File: config.mk
export PLATFORM = sky130hd
export DESIGN_NAME = mix_col_ctrl
export DESIGN_NICKNAME = d
export VERILOG_FILES = /design/src/rtl/mix_col_ctrl_pkg.sv /design/src/rtl/mix_col_ctrl_col_buf.sv /design/src/rtl/mix_col_ctrl.sv
export SDC_FILE = /design/constraint.sdc
export NUM_CORES = 1
export LEC_CHECK = 0
export ABC_AREA = 1
export CORE_ASPECT_RATIO = 1.75
export CORE_MARGIN = 2
export CORE_UTILIZATION = 56
export DETAILED_ROUTE_END_ITERATION = 8
export GPL_TIMING_DRIVEN = 0
export MAX_ROUTING_LAYER = met4
export PLACE_DENSITY_LB_ADDON = 0.25
export SYNTH_ARGS = -nofsm -noshare
export SYNTH_HDL_FRONTEND = slang
export SYNTH_HIERARCHICAL = 1
export SYNTH_SLANG_ARGS = --single-unit
File: constraint.sdc
create_clock -name clk -period 2.6 [get_ports clk]
set_input_delay 0.52 -clock clk [delete_from_list [all_inputs] [get_ports clk]]
set_output_delay 0.52 -clock clk [all_outputs]
set_load 0.02 [all_outputs]
File: src/rtl/mix_col_ctrl_pkg.sv
// Shared types for the mix_col sequencer.
//   state_e : controller FSM states
//   byte_t  : one state byte
//   col_t   : one 4-byte column, element 0 is the first byte on the wire
//   idx_t   : byte index within a column
package mix_col_ctrl_pkg;

  localparam int unsigned COL_BYTES = 4;
  localparam int unsigned IDX_W     = $clog2(COL_BYTES);

  typedef logic [7:0]                 byte_t;
  typedef byte_t [COL_BYTES-1:0]      col_t;
  typedef logic [IDX_W-1:0]           idx_t;

  localparam idx_t IDX_LAST = idx_t'(COL_BYTES - 1);

  typedef enum logic [2:0] {
    ST_IDLE,
    ST_COLLECT,
    ST_FEED,
    ST_WAIT,
    ST_EMIT
  } state_e;

  function automatic logic is_last_byte(input idx_t idx);
    return idx == IDX_LAST;
  endfunction

endpackage

File: src/rtl/mix_col_ctrl_col_buf.sv
// mc_col_buf: one column of byte storage.
//   clk, rst            : clock, synchronous active-high clear
//   wr_en/wr_idx/wr_data: single-byte indexed write
//   ld_en/ld_data       : whole-column load (wins over wr_en)
//   rd_idx/rd_data      : combinational indexed read
module mc_col_buf
  import mix_col_ctrl_pkg::*;
(
  input  logic             clk,
  input  logic             rst,
  input  logic             wr_en,
  input  logic [IDX_W-1:0] wr_idx,
  input  logic [7:0]       wr_data,
  input  logic             ld_en,
  input  col_t             ld_data,
  input  logic [IDX_W-1:0] rd_idx,
  output logic [7:0]       rd_data
);

  col_t mem_q, mem_d;

  always_comb begin
    mem_d = mem_q;
    if (ld_en) begin
      mem_d = ld_data;
    end else if (wr_en) begin
      mem_d[wr_idx] = wr_data;
    end
  end

  always_ff @(posedge clk) begin
    if (rst) begin
      mem_q <= '0;
    end else begin
      mem_q <= mem_d;
    end
  end

  assign rd_data = mem_q[rd_idx];

endmodule

File: src/rtl/mix_col_ctrl.sv
// mix_col_ctrl: sequencer for the byte-serial mix_col datapath.
// Collects a 4-byte column from the upstream stream, feeds it to mix_col as a
// gap-free 4-cycle burst, captures the column result and re-serialises it
// downstream. Bypass mode (final round) passes bytes through untouched.
//   clk, rst           : clock, synchronous active-high reset
//   start/mode/bypass  : block start; mode/bypass latched with start in IDLE
//   s_data/s_valid/s_ready : upstream byte stream
//   m_data/m_valid/m_ready : downstream byte stream
//   mc_d_in/mc_en/mc_mode  : drive to mix_col (registered)
//   mc_d0..mc_d3       : mix_col column result
//   busy               : block in progress
//   done               : one-cycle pulse after the last byte of the block leaves
module mix_col_ctrl
  import mix_col_ctrl_pkg::*;
#(
  parameter int unsigned NCOL   = 4,
  parameter int unsigned MC_LAT = 1
) (
  input  logic       clk,
  input  logic       rst,
  input  logic       start,
  input  logic       mode,
  input  logic       bypass,
  input  logic [7:0] s_data,
  input  logic       s_valid,
  output logic       s_ready,
  output logic [7:0] m_data,
  output logic       m_valid,
  input  logic       m_ready,
  output logic [7:0] mc_d_in,
  output logic       mc_en,
  output logic       mc_mode,
  input  logic [7:0] mc_d0,
  input  logic [7:0] mc_d1,
  input  logic [7:0] mc_d2,
  input  logic [7:0] mc_d3,
  output logic       busy,
  output logic       done
);

  localparam int unsigned CW = (NCOL > 1) ? $clog2(NCOL) : 1;
  localparam int unsigned LW = $clog2(MC_LAT + 1);
  localparam logic [CW-1:0] COL_LAST = CW'(NCOL - 1);
  localparam logic [LW-1:0] LAT_LAST = LW'(MC_LAT - 1);

  state_e        state_q, state_d;
  idx_t          byte_cnt_q, byte_cnt_d;
  logic [CW-1:0] col_cnt_q, col_cnt_d;
  logic [LW-1:0] lat_cnt_q, lat_cnt_d;
  logic          bypass_q, bypass_d;
  logic          mc_mode_q, mc_mode_d;
  logic          mc_en_q, mc_en_d;
  byte_t         mc_d_in_q, mc_d_in_d;
  logic          busy_q, busy_d;
  logic          done_q, done_d;

  logic          s_fire, m_fire;
  idx_t          in_rd_idx;
  byte_t         in_rd_data;
  logic          out_wr_en, out_ld_en;
  byte_t         out_rd_data;
  col_t          mc_col;

  // Handshakes derived straight from the state register so the next-state
  // and output processes do not depend on each other.
  assign s_fire = s_valid && (state_q == ST_COLLECT);
  assign m_fire = m_ready && (state_q == ST_EMIT);
  assign mc_col = {mc_d3, mc_d2, mc_d1, mc_d0};

  // State register
  always_ff @(posedge clk) begin
    if (rst) begin
      state_q    <= ST_IDLE;
      byte_cnt_q <= '0;
      col_cnt_q  <= '0;
      lat_cnt_q  <= '0;
      bypass_q   <= 1'b0;
      mc_mode_q  <= 1'b0;
      mc_en_q    <= 1'b0;
      mc_d_in_q  <= '0;
      busy_q     <= 1'b0;
      done_q     <= 1'b0;
    end else begin
      state_q    <= state_d;
      byte_cnt_q <= byte_cnt_d;
      col_cnt_q  <= col_cnt_d;
      lat_cnt_q  <= lat_cnt_d;
      bypass_q   <= bypass_d;
      mc_mode_q  <= mc_mode_d;
      mc_en_q    <= mc_en_d;
      mc_d_in_q  <= mc_d_in_d;
      busy_q     <= busy_d;
      done_q     <= done_d;
    end
  end

  // Next-state and counters. byte_cnt wraps to 0 after byte 3, which is
  // exactly the starting index for the following FEED or EMIT phase.
  always_comb begin
    state_d    = state_q;
    byte_cnt_d = byte_cnt_q;
    col_cnt_d  = col_cnt_q;
    lat_cnt_d  = lat_cnt_q;
    bypass_d   = bypass_q;
    mc_mode_d  = mc_mode_q;
    unique case (state_q)
      ST_IDLE: begin
        if (start) begin
          mc_mode_d  = mode;
          bypass_d   = bypass;
          col_cnt_d  = '0;
          byte_cnt_d = '0;
          state_d    = ST_COLLECT;
        end
      end
      ST_COLLECT: begin
        if (s_fire) begin
          byte_cnt_d = byte_cnt_q + idx_t'(1);
          if (is_last_byte(byte_cnt_q)) begin
            state_d = bypass_q ? ST_EMIT : ST_FEED;
          end
        end
      end
      ST_FEED: begin
        byte_cnt_d = byte_cnt_q + idx_t'(1);
        if (is_last_byte(byte_cnt_q)) begin
          lat_cnt_d = '0;
          state_d   = ST_WAIT;
        end
      end
      ST_WAIT: begin
        if (lat_cnt_q == LAT_LAST) begin
          state_d = ST_EMIT;
        end else begin
          lat_cnt_d = lat_cnt_q + LW'(1);
        end
      end
      ST_EMIT: begin
        if (m_fire) begin
          byte_cnt_d = byte_cnt_q + idx_t'(1);
          if (is_last_byte(byte_cnt_q)) begin
            if (col_cnt_q == COL_LAST) begin
              state_d = ST_IDLE;
            end else begin
              col_cnt_d = col_cnt_q + CW'(1);
              state_d   = ST_COLLECT;
            end
          end
        end
      end
      default: state_d = ST_IDLE;
    endcase
  end

  // Outputs and buffer control
  always_comb begin
    s_ready   = (state_q == ST_COLLECT);
    m_valid   = (state_q == ST_EMIT);
    m_data    = out_rd_data;
    in_rd_idx = byte_cnt_d;
    // Bypass fills out_buf byte by byte alongside in_buf, so it already
    // equals in_buf once the column's last byte has arrived.
    out_wr_en = s_fire && bypass_q;
    out_ld_en = (state_q == ST_WAIT) && (lat_cnt_q == LAT_LAST);
    // mc_en/mc_d_in are registered from the next state so each FEED cycle
    // carries its own byte on the mix_col inputs.
    mc_en_d   = 1'b0;
    mc_d_in_d = mc_d_in_q;
    if (state_d == ST_FEED) begin
      mc_en_d   = (byte_cnt_d != '0);
      mc_d_in_d = in_rd_data;
    end
    busy_d = (state_d != ST_IDLE);
    done_d = m_fire && is_last_byte(byte_cnt_q) && (col_cnt_q == COL_LAST);
  end

  mc_col_buf u_in_buf (
    .clk     (clk),
    .rst     (rst),
    .wr_en   (s_fire),
    .wr_idx  (byte_cnt_q),
    .wr_data (s_data),
    .ld_en   (1'b0),
    .ld_data ('0),
    .rd_idx  (in_rd_idx),
    .rd_data (in_rd_data)
  );

  mc_col_buf u_out_buf (
    .clk     (clk),
    .rst     (rst),
    .wr_en   (out_wr_en),
    .wr_idx  (byte_cnt_q),
    .wr_data (s_data),
    .ld_en   (out_ld_en),
    .ld_data (mc_col),
    .rd_idx  (byte_cnt_q),
    .rd_data (out_rd_data)
  );

  assign mc_d_in = mc_d_in_q;
  assign mc_en   = mc_en_q;
  assign mc_mode = mc_mode_q;
  assign busy    = busy_q;
  assign done    = done_q;

endmodule

# Yosys cells after proc, flatten, opt, wreduce, memory -nomap -nowiden
# Index checks and enable logic that the tools add are counted.
# totals
n_memories	0
mem_bits_ro	0
regBits	85
latch_bits	0
inputBits	47
out_inout_bits	22
word_cells	87
ramBits	0
# classes
multipliers	0
mux	32
n_div	0
addsub	3
n_lt_le_gt_ge	3
n_eq_ne	12
bitwise_logic	2
n_shift	0
n_reduce_logical	17
# ops
operator	count
$bwmux W32	2
$mux W32	2
$bmux W8 S2	2
$mux W3	8
$mux W8	3
$demux W8 S2	1
$pmux W3 S5	1
$mux W2	7
$eq A3 B2 Y1 const B	3
$pmux W2 S4	1
$reduce_bool A2 Y1	4
$logic_and A1 B1 Y1	7
$lt A2 B3 Y1 const B	2
$ne A2 B2 Y1 const B	3
$reduce_and A5 Y1	1
$add A2 B1 Y2 const B	2
$eq A2 B2 Y1 const B	2
$ne A2 B1 Y1 const B	2
$pmux W2 S2	1
$reduce_and A2 Y1	2
$eq A3 B1 Y1 const B	1
$eq A3 B3 Y1 const B	1
$logic_not A3 Y1	1
$mux W1	3
other kinds (6)	7

# Logic depth before layout (Yosys ltp)
# Gate-level depths: netlist of run 1.
# logic_depth
depth_word	8
ltp_mapped	16
mapped_depth_nobuf	14

# By module
# The synthesis of run 1 kept the hierarchy.
# by_module_without_submodules
module	area_per_inst_um2	instances	cells_each	seq_area_each_um2
mc_col_buf	2099.5	2	386	640.6
mix_col_ctrl	1124.8	1	151	400.4

# Worst setup path after synthesis of run 1
# No wires, ideal clock.
# synth_timing
path_type	flip-flop to flip-flop
from	reg state_q[2]
to	reg mc_d_in_q[1], in the netlist mc_d_in[1]
period_less_slack_ns	1.964
t_required_ns	2.487
path_stages_with_launch	16
arrival_time_ns	1.851
path_buffers	2
setup_time_ns	0.113
setup_slack_ns	0.636
cell_sequence	dfxtp_1 inv_2 nor2_4 nand2_4 nand3_1 nand2_1 nand2_1 clkbuf_1 buf_2 a21oi_1 o21ai_0 nand2_1 inv_1 nand3_1 nand2_1 nor2_1
# synth_via
elab_chain_cells	6
elab_cells_between_ends	21
cone_classes	5 x eq/ne; 13 x mux; 3 x reduce/logical
# synth_rtl
element	line_no	source
from (decl)	mix_col_ctrl.sv:46	state_e state_q, state_d;
from (signal assigned)	mix_col_ctrl.sv:84	state_q <= state_d;
$eq A3 B3 Y1 (*)	n/a	
named net m_valid	mix_col_ctrl.sv:28	output logic m_valid,
$logic_and A1 B1 Y1	mix_col_ctrl.sv:67	assign m_fire = m_ready && (state_q == ST_EMIT);
$mux W2	mix_col_ctrl.sv:139	if (m_fire) begin
$pmux W2 S4 (*)	mix_col_ctrl.sv:106	unique case (state_q)
named net byte_cnt_d[1]	mix_col_ctrl.sv:47	idx_t byte_cnt_q, byte_cnt_d;
$bmux W8 S2 (*)	mix_col_ctrl_col_buf.sv:39	assign rd_data = mem_q[rd_idx];
$mux W8 (implied by the code) (*)	mix_col_ctrl_col_buf.sv:39	
named net in_rd_data[1]	mix_col_ctrl.sv:59	byte_t in_rd_data;
to (signal assigned)	mix_col_ctrl.sv:91	mc_d_in_q <= mc_d_in_d;
to (decl)	mix_col_ctrl.sv:53	byte_t mc_d_in_q, mc_d_in_d;
# The timed path passes the listed nets; every way through them passes the cells marked *. The select of a mux whose other input is x is not followed.
# A chain may end at the register's enable or synchronous reset.

# Worst setup path after layout of run 1
# layout_timing
from	reg byte_cnt_q[0]
to	out m_data[3]
# layout_via
elab_chain_cells	2
# layout_rtl
element	line_no	source
from (decl)	mix_col_ctrl.sv:47	
from (signal assigned)	mix_col_ctrl.sv:85	byte_cnt_q <= byte_cnt_d;
$bmux W8 S2	mix_col_ctrl_col_buf.sv:39	
$mux W8 (implied by the code)	mix_col_ctrl_col_buf.sv:39	
to (decl)	mix_col_ctrl.sv:27	output logic [7:0] m_data,
# Every way passes these cells. The select of a mux whose other input is x is not followed.

==> run metrics, run 1 <==
met2 WL post-DR between 8000 and 9000 um; EDFF count, synth 0; Clock power frac 40.8%; MaxCap Viol Count 0; Core Area 9350 sq um; Detail Placement HPWL about 12000 um; routed wire length roughly 16000 um; Top FF cell, synth dfxtp_1; critical path fanouts, max 11; fin crit period 2.54 ns; RSZ-0062 raised after global routing no; worst slew pin tran around 0.58 ns; Top delay family on crit path buffers and inverters; drt drc 0; worst skew pair latency between 0.3 and 0.4 ns; post-synthesis sequential area ratio about a third; Arrival @ worst endpoint about 2.0 ns; routed vias/inst around 5.1; power per cell area roughly 500 nW/um^2; # IOs 69; die height between 100 and 150 um; Synth Area per Inst around 5.8 sq um; Hold Slack about 0.47 ns; die area ~10000 sq um; Final Hold Viols 0; row cnt 47; CTS Hold Bufs 0; Ys Warns 6; final period utilization a little over nine tenths; switching share of power 27.1%; starting density of the core a little under three fifths; CP Launch Type flop; Post-CTS Resized 6; Slew Limit Headroom between 60% and 70%; WL per Instance about 14 um; total global-route track usage between 30 and 40%; Root Buffer clkbuf_16; CTS Buf Count 9; DRT antenna net count 0; fin. max-slew vios 0; antenna violations before repair 0; Die Wd 77.7 um; status completed; vias in the first global route about 5.5k; Req. time, crit path 2.08 ns; Reg power frac roughly two fifths; final setup fails 0; Nets roughly 1.1k; post-synthesis cell area between 5000 and 6000 sq um; CTS tree yes; M1 WL between 5000 and 6000 um; CTS Buffer Depth 2; Worst path max stage delay around 0.55 ns; crit path buf inv count 2; area delta synth->final 24.1%; fraction of layout cells with a size suffix above 1 8.00%; Pint roughly 2.4 mW; Fin Setup TNS 0 ns; DRT Pass-1 Iters 8; Setup Fix Bufs, Post-CTS 0; LEAKAGE between 3 and 4 nW; DR vias ~5.9k; NetSw slightly below 900 uW; initial DRC count approximately 350; Placer Congestion slightly below 1; routed wl met3 845 um; diode count 0; WS Path Type reg2out; Max VDD drop approximately 420 uV; Clock transition at path regs ~0.06 ns; Slowest cell on crit path clkdlybuf4s50_1; Comb power frac between 10% and 20%; global-route wire length before repair 25500 um; CP Capture Type primary output; Final Skew 0.00456 ns; Yosys reg bits 84; Gate Count Post-Synth 923; Top Layer Used met4; Port Buffer Count 68; post-synthesis cell type count 30; largest net degree at the start of global routing 14; H-tree depth 3; post-synthesis async set-or-reset flop share 0%; grt ovf 0; Peak Freq approximately 390 MHz; CP Cell Sequence clkbuf_4, a21oi_1, o21ai_0, nand2_1, clkdlybuf4s50_1; clk sink count between 80 and 90; hold crit path type reg2reg
==> power groups by stage <==
| stage | registers [mW] | clock network [mW] | logic, mW |
|---|---|---|---|
| floorplan | 1.39 | 0 | 0.355 |
| global placement | 1.40 | 0 | 0.553 |
| detailed placement | 1.40 | 0 | 0.560 |
| CTS | 1.37 | 1.35 | 0.566 |
| global route | 1.37 | 1.41 | 0.642 |
| finish | 1.37 | 1.34 | 0.582 |
==> metal layers <==
metal | track usage (%) | vias to the layer above
li1 | - | 2999
met1 | 30.0 | 2580
met2 | 57.3 | 236
met3 | 5.32 | 94
met4 | 26.3 | 0
met5 | - | -
==> layout by cell type, fill, tap and decap left out, types with 3 or more instances in the layout <==
cell               n
dfxtp_1           82
o211ai_1          16
clkbuf_2           3
o21ai_0           37
nand3_1           67
o21ai_1            3
a21oi_1           20
nor2_1           165
inv_2              6
conb_1            33
clkbuf_4           3
nand2_1          331
clkbuf_1           9
clkdlybuf4s50_1   66
a21oi_2            8
nor2_2             6
nand2_2            9
buf_2             14
ha_1               3
nand3_2            3
nor2_4             4
buf_4              5
buf_1              6
inv_1            109
clkbuf_16          9
==> area by class of cell <==
class,instances,area [sq um]
multi-input cells,714,3120
flip-flops and latches,84,1680
clock buffers,10,229
clock inverters,5,77.6
plain buffers,41,229
well taps,122,153
inverters,115,432
repair buffers,68,686
fillers,845,2750
==> metrics by stage <==
stage | setup WS (ns) | instances | utilization [%] | power (mW) | instance area [sq um]
after detailed placement | -0.242 | 1145 | 67.1 | 1.96 | 6280
after global placement | -0.252 | 1145 | 67.1 | 1.95 | 6280
after CTS | 0.0349 | 1160 | 70.5 | 3.29 | 6590
after floorplan | 0.636 | 955 | - | 1.75 | 5440
final | 0.0616 | 1159 | 70.6 | 3.30 | 6610
after global routing | 0.0193 | 1159 | 70.6 | 3.43 | 6610
==> tightest hold or removal path: stages (launching register included) <==
cell,delay [ns]
dfxtp_1,0.32
inv_1,0.05
a21oi_1,0.06
==> cell usage after synthesis (8+ instances only) <==
library cell / instances / area (sq um)
nand2_1: 331 / 1240
nor2_1: 165 / 619
inv_1: 109 / 409
dfxtp_1: 84 / 1680
nand3_1: 67 / 335
o21ai_0: 37 / 185
a21oi_1: 20 / 100
o211ai_1: 16 / 120
buf_2: 15 / 75.1
clkbuf_1: 15 / 56.3
nand2_2: 9 / 56.3
a21oi_2: 8 / 70.1
==> cells by family (layout without fill, tap and decap cells) <==
logic type      count (synthesis)  after routing  share of synthesized area (%)
simple gates                  591            591                           45.9
buf+inv                       157            239                           12.2
compound gates                 87             87                           9.61
flops                          84             84                           31.6
fa+ha+maj                       3              3                          0.705
other cells                     1             33                         0.0704
==> worst paths after layout <==
path | startpoint | endpoint | slack (ns) | depth (start not counted)
setup / recovery | byte_cnt_q[0] | m_data[3] | 0.06 | 5
hold / removal | mc_mode | mc_mode | 0.47 | 2
setup reg to reg | state_q[2] | mc_d_in[7] | 0.30 | 14
hold reg to reg | mc_mode | mc_mode | 0.47 | 2
==> flip-flops by register name, indices dropped and copies added (netlist names) <==
signal,cells
busy,1
mc_en,1
byte_cnt_q,2
done,1
u_out_buf/mem_q,32
mc_d_in,8
bypass_q,1
col_cnt_q,2
state_q,3
u_in_buf/mem_q,32
mc_mode,1
(Power assumes the default switching activity.)
==> run 2, diff against run 1 <==
SLEW_MARGIN = 40   (was not set)
==> results of run 2 <==
No change in the layout: final DEF, timing and power equal those of run 1.
